--- src/rtl/vec_activation.sv ---
// Applies a per-vector activation (identity/ReLU/leaky/clamp) to int8 chunks pulled from an upstream FIFO.
// Latency: 3 cycles from req_chunk_in to req_chunk_out, one chunk in flight at a time.
// Backpressure: no upstream read unless downstream is ready; EMIT holds its result while out_ready is low.
module vec_activation #(
    parameter int InVecLength = 8,
    parameter int WorkingRegs = 4,
    parameter int LeakShift   = 3,
    parameter int ClampMax    = 6
) (
    input  logic                         clk_in,
    input  logic                         rst_in,
    input  logic                         in_data_ready,
    input  logic [WorkingRegs-1:0][7:0]  in_data,
    input  logic                         out_ready,
    input  logic [1:0]                   act_mode,
    output logic                         req_chunk_in,
    output logic [WorkingRegs-1:0][7:0]  write_out_data,
    output logic                         req_chunk_out,
    output logic                         out_vector_valid
);

    localparam int ChunksPerVec = InVecLength / WorkingRegs;
    localparam int IdxW         = (ChunksPerVec > 1) ? $clog2(ChunksPerVec) : 1;

    if ((InVecLength % WorkingRegs) != 0 || InVecLength < WorkingRegs) begin : g_bad_len
        $error("vec_activation: InVecLength must be a non-zero multiple of WorkingRegs");
    end
    if (LeakShift < 0 || LeakShift > 7) begin : g_bad_shift
        $error("vec_activation: LeakShift must be in 0..7");
    end
    if (ClampMax < 0 || ClampMax > 127) begin : g_bad_clamp
        $error("vec_activation: ClampMax must be in 0..127");
    end

    typedef enum logic [1:0] {
        IDLE    = 2'd0,
        CAPTURE = 2'd1,
        EMIT    = 2'd2
    } state_t;

    state_t            state;
    logic [IdxW-1:0]   chunk_idx;
    logic [1:0]        mode_q;

    function automatic logic [7:0] activate(input logic [1:0] mode, input logic [7:0] x);
        logic signed [7:0] sx;
        logic signed [7:0] lim;
        logic signed [7:0] leak;
        logic [7:0]        y;
        sx   = signed'(x);
        lim  = 8'(ClampMax);
        leak = sx >>> LeakShift;
        y    = x;
        case (mode)
            2'b01:   y = sx[7] ? 8'd0 : x;
            2'b10:   y = sx[7] ? leak : x;
            2'b11:   y = sx[7] ? 8'd0 : ((sx > lim) ? lim : x);
            default: y = x;
        endcase
        return y;
    endfunction

    // Upstream strobe must coincide with the IDLE decision, so it is decoded rather than registered.
    assign req_chunk_in = (state == IDLE) && in_data_ready && out_ready && !rst_in;

    always_ff @(posedge clk_in) begin
        if (rst_in) begin
            state            <= IDLE;
            chunk_idx        <= '0;
            mode_q           <= 2'b00;
            req_chunk_out    <= 1'b0;
            out_vector_valid <= 1'b0;
            write_out_data   <= '0;
        end else begin
            req_chunk_out    <= 1'b0;
            out_vector_valid <= 1'b0;
            case (state)
                IDLE: begin
                    if (in_data_ready && out_ready) begin
                        state <= CAPTURE;
                        // Mode is frozen for the whole vector at its first chunk.
                        if (chunk_idx == '0) begin
                            mode_q <= act_mode;
                        end
                    end
                end
                CAPTURE: begin
                    for (int k = 0; k < WorkingRegs; k++) begin
                        write_out_data[k] <= activate(mode_q, in_data[k]);
                    end
                    state <= EMIT;
                end
                EMIT: begin
                    if (out_ready) begin
                        req_chunk_out <= 1'b1;
                        state         <= IDLE;
                        if (chunk_idx == IdxW'(ChunksPerVec - 1)) begin
                            out_vector_valid <= 1'b1;
                            chunk_idx        <= '0;
                        end else begin
                            chunk_idx <= chunk_idx + IdxW'(1);
                        end
                    end
                end
                default: state <= IDLE;
            endcase
        end
    end

endmodule
--- config.mk ---
export PLATFORM = sky130hd
export DESIGN_NAME = vec_activation
export DESIGN_NICKNAME = d
export VERILOG_FILES = /design/src/rtl/vec_activation.sv
export SDC_FILE = /design/constraint.sdc
export NUM_CORES = 1
export LEC_CHECK = 0
export ABC_AREA = 1
export CAP_MARGIN = 20
export CORE_MARGIN = 2
export CORE_UTILIZATION = 48
export CTS_CLUSTER_DIAMETER = 30
export DETAILED_ROUTE_END_ITERATION = 6
export MAX_ROUTING_LAYER = met4
export PLACE_DENSITY = 0.85
export SYNTH_ARGS = -nofsm -noshare
export SYNTH_HDL_FRONTEND = slang
export SYNTH_SLANG_ARGS = --single-unit
--- constraint.sdc ---
create_clock -name clk_in -period 1.8 [get_ports clk_in]
set_input_delay 0.45 -clock clk_in [delete_from_list [all_inputs] [get_ports clk_in]]
set_output_delay 0.45 -clock clk_in [all_outputs]
set_load 0.005 [all_outputs]
==> PnR_summary.wiki <==
{| class="wikitable"
! Metric !! Value
|-
| Run status || finished, final reports clean
|-
| Ratio of cells with drive above 1 in the final layout || 0.0718
|-
| Min Tclk post-route || 1.71 ns
|-
| Mean Syn Cell Area || a little under 7 sq um
|-
| Switching power as a share of total power || 0.278
|-
| Capturing element type of the critical path || primary output
|-
| Tightest Hold Check Type || reg2reg
|-
| Maximum clock frequency || between 500 and 600 MHz
|-
| Most instantiated library cell after synthesis || sky130_fd_sc_hd__o21ai_0
|-
| Number of placement rows || 23
|-
| Comb pwr share || 0.228
|-
| Setup Crit Path Kind || in2out
|-
| Routed length per instance || around 15 um
|-
| Area inside the core boundary || 0.00409 sq mm
|-
| # IOs || 73
|-
| Count of nets after finishing || 427
|-
| Count of input and output buffers || 72
|-
| PnR Total Power || 2060 uW
|-
| Startpoint class of the critical path || primary input
|-
| Total clock buffers created by CTS || 5
|-
| Initial standard-cell utilization of the core || 0.509
|-
| Area Growth Syn to Fin || 44.6%
|-
| Count of yosys warnings during synthesis || 0
|-
| Post-synthesis async set-or-reset flop share || 0
|-
| Critical path data arrival time || roughly 1.3 ns
|-
| Internal Power || 1480 uW
|-
| Number of antenna violations at the first check in global routing || 0
|-
| Peak supply drop || 0.000485 V
|-
| Distinct cell type count after synthesis || 23
|-
| Length in cells of the worst reg-to-reg path || 6
|-
| Overall die area || 0.00487 sq mm
|-
| Buffer levels on the longest clock path || 2
|-
| Number of clock sinks || 39
|-
| Setup violations, final || 0
|-
| Detailed placement HPWL || 4.62 mm
|-
| Part of the cycle the worst path needs || 0.950
|-
| GR Overflow Total || 0
|-
| Count of cells along the worst hold path || 2
|-
| WL met1 || 2.72 mm
|-
| Share of the synthesized area in the top cell type || 0.376
|-
| Dominant cells by area after synthesis || sky130_fd_sc_hd__dfxtp_1 38%, sky130_fd_sc_hd__o21ai_0 13%, sky130_fd_sc_hd__a21oi_1 9.2%
|-
| Leakage dissipation || 0.00127 uW
|-
| Via-to-Cell Ratio || 5.56
|-
| Commonest cells in the synthesized netlist || 55 x sky130_fd_sc_hd__o21ai_0, 40 x sky130_fd_sc_hd__nand2_1, 39 x sky130_fd_sc_hd__dfxtp_1
|-
| Post-CTS setup buffer count || 0
|-
| Tot GR Track Use || 0.270
|-
| Setup Skew || 0.00681 ns
|-
| Horizontal die dimension || 69.8 um
|-
| Largest driver fanout on the critical path || 2
|-
| Final hold violation count || 0
|-
| Post-synthesis sequential element count || 39
|-
| Pin count of the biggest net entering global routing || 48
|-
| Root Driver || sky130_fd_sc_hd__clkbuf_8
|-
| Number of hold buffers added after cts || 0
|-
| Global-route wire length before repair || between 10 and 15 mm
|-
| RSZ-0062 raised after global routing || no
|-
| Clock network fraction of design power || 0.320
|-
| Number of flops mapped to enable cells by yosys || 0
|-
| Filler cell count || 351
|-
| Via count of the first global-routing pass || 2264
|-
| Max-slew headroom at the worst pin || 0.708
|-
| DRC marker count from the first detailed-route iteration || 329
|-
| Cell area after layout || 0.00300 sq mm
|-
| Primary flip-flop cell chosen by synthesis mapping || sky130_fd_sc_hd__dfxtp_1
|-
| Diodes inserted || 0
|-
| Antenna-violating nets left || 0
|-
| Skew-Pair Late Insertion Delay || between 0.2 and 0.3 ns
|-
| Synth area leader || sky130_fd_sc_hd__dfxtp_1
|-
| Net Sw Power || between 500 and 600 uW
|-
| CTS tree || done
|-
| Detailed route wirelength on metal2 || 2.99 mm
|-
| Length of the first detailed-routing pass in iterations || 5
|-
| Deepest level of the CTS H-tree || 2
|-
| Number of remaining DRC errors || 0
|-
| Synthesized cell area || approximately 0.0021 sq mm
|-
| Required arrival time at the worst endpoint || 1.35 ns
|-
| Synthesized netlist cell count || 309
|-
| Worst-margin pin slew || 0.438 ns
|-
| Sequential share of the synthesized area || 0.376
|-
| Post-Route WL || 6.42 mm
|-
| Max Cap Violations || 0
|-
| Highest Signal Layer || met4
|-
| Area after DPL || 0.00291 sq mm
|-
| Met3 WL post-DR || about 600 um
|-
| Final core utilization || 0.735
|-
| Post-Syn Nets || 347
|-
| Via count || approximately 2400
|-
| Die extent in y || 69.8 um
|-
| Power density normalized to cell area || between 600 and 700 mW/mm^2
|-
| Final weighted congestion in routability-driven placement || 0.886
|-
| Register share of total power || 0.452
|-
| CTS clk-pin slew, worst paths || 0.07 ns
|-
| Final slew viol count || 0
|}
## path summary, 6_finish.rpt
check / start / end / slack [ns]
worst min register to register: write_out_data[7] / write_out_data[7] / 0.47
worst max-delay path: out_ready / req_chunk_in / 0.09
worst min-delay path: write_out_data[7] / write_out_data[7] / 0.47
worst max register to register: state[0] / write_out_data[27] / 0.39
## worst max-delay path, cell delays in order
cell                              delay [ns]
sky130_fd_sc_hd__clkdlybuf4s50_1        0.48
sky130_fd_sc_hd__nand3_1                0.10
sky130_fd_sc_hd__nor2_1                 0.11
sky130_fd_sc_hd__buf_2                  0.12
## state kept, by name (all words and copies together), names as in the netlist
register          flops
chunk_idx             1
mode_q                2
out_vector_valid      1
req_chunk_out         1
state                 2
write_out_data       32
## area by class of cell
cell class | count | area (sq um) | area share
well taps | 50 | 62.6 | 0.0208
flip-flops and latches | 39 | 781 | 0.260
clock buffers | 8 | 100 | 0.0333
repair buffers | 87 | 841 | 0.280
multi-input cells | 215 | 1070 | 0.355
inverters | 41 | 154 | 0.0512
## per-stage QoR
step           setup TNS (ns)  hold slack, ns  worst slack (ns)  std cells
2_1_floorplan               0           0.456             0.557        309
3_3_place_gp           -0.278           0.450            -0.278        432
3_5_place_dp           -0.314           0.457            -0.314        432
4_1_cts                     0           0.467            0.0571        440
5_1_grt                     0           0.484           0.00122        440
6_report                    0           0.471            0.0896        440
## what timing repair did
action,4_1_cts,5_1_grt
setup endpoints to repair,1,1
gates cloned,0,0
endpoints found under the hold margin,0,0
gates resized for setup,4,0
pin swaps,1,1
## placed cells by master (no fill, tap or decap), drive strengths merged
cell type,n
clkbuf,8
nor2,34
o211ai,16
clkdlybuf4s50,71
inv,39
nand3,18
nand3b,1
nand2,40
nor3,1
buf,16
a21oi,38
nand4,3
clkinv,2
o2111ai,3
or2,4
o21ai,55
a31oi,2
dfxtp,39
## cell families (layout without fill, tap and decap cells)
| group | after synthesis | after routing | synth area share |
|---|---|---|---|
| and+or+nand+nor | 101 | 101 | 0.213 |
| buffers and inverters | 55 | 136 | 0.111 |
| AOI/OAI and AO/OA | 114 | 114 | 0.300 |
| DFF | 39 | 39 | 0.376 |
## power by group through the flow
stage,sequential (uW),combinational (uW),clock (uW)
2_1_floorplan,950,209,0
3_3_place_gp,950,453,0
3_5_place_dp,950,460,0
4_1_cts,931,463,656
5_1_grt,936,509,695
6_report,931,469,659
## layer usage
metal	track usage	vias up
li1	-	1206
met1	0.351	1098
met2	0.423	131
met3	0.0567	13
met4	0.0812	0
met5	-	-
No activity file was read; power rests on OpenSTA's default activity.
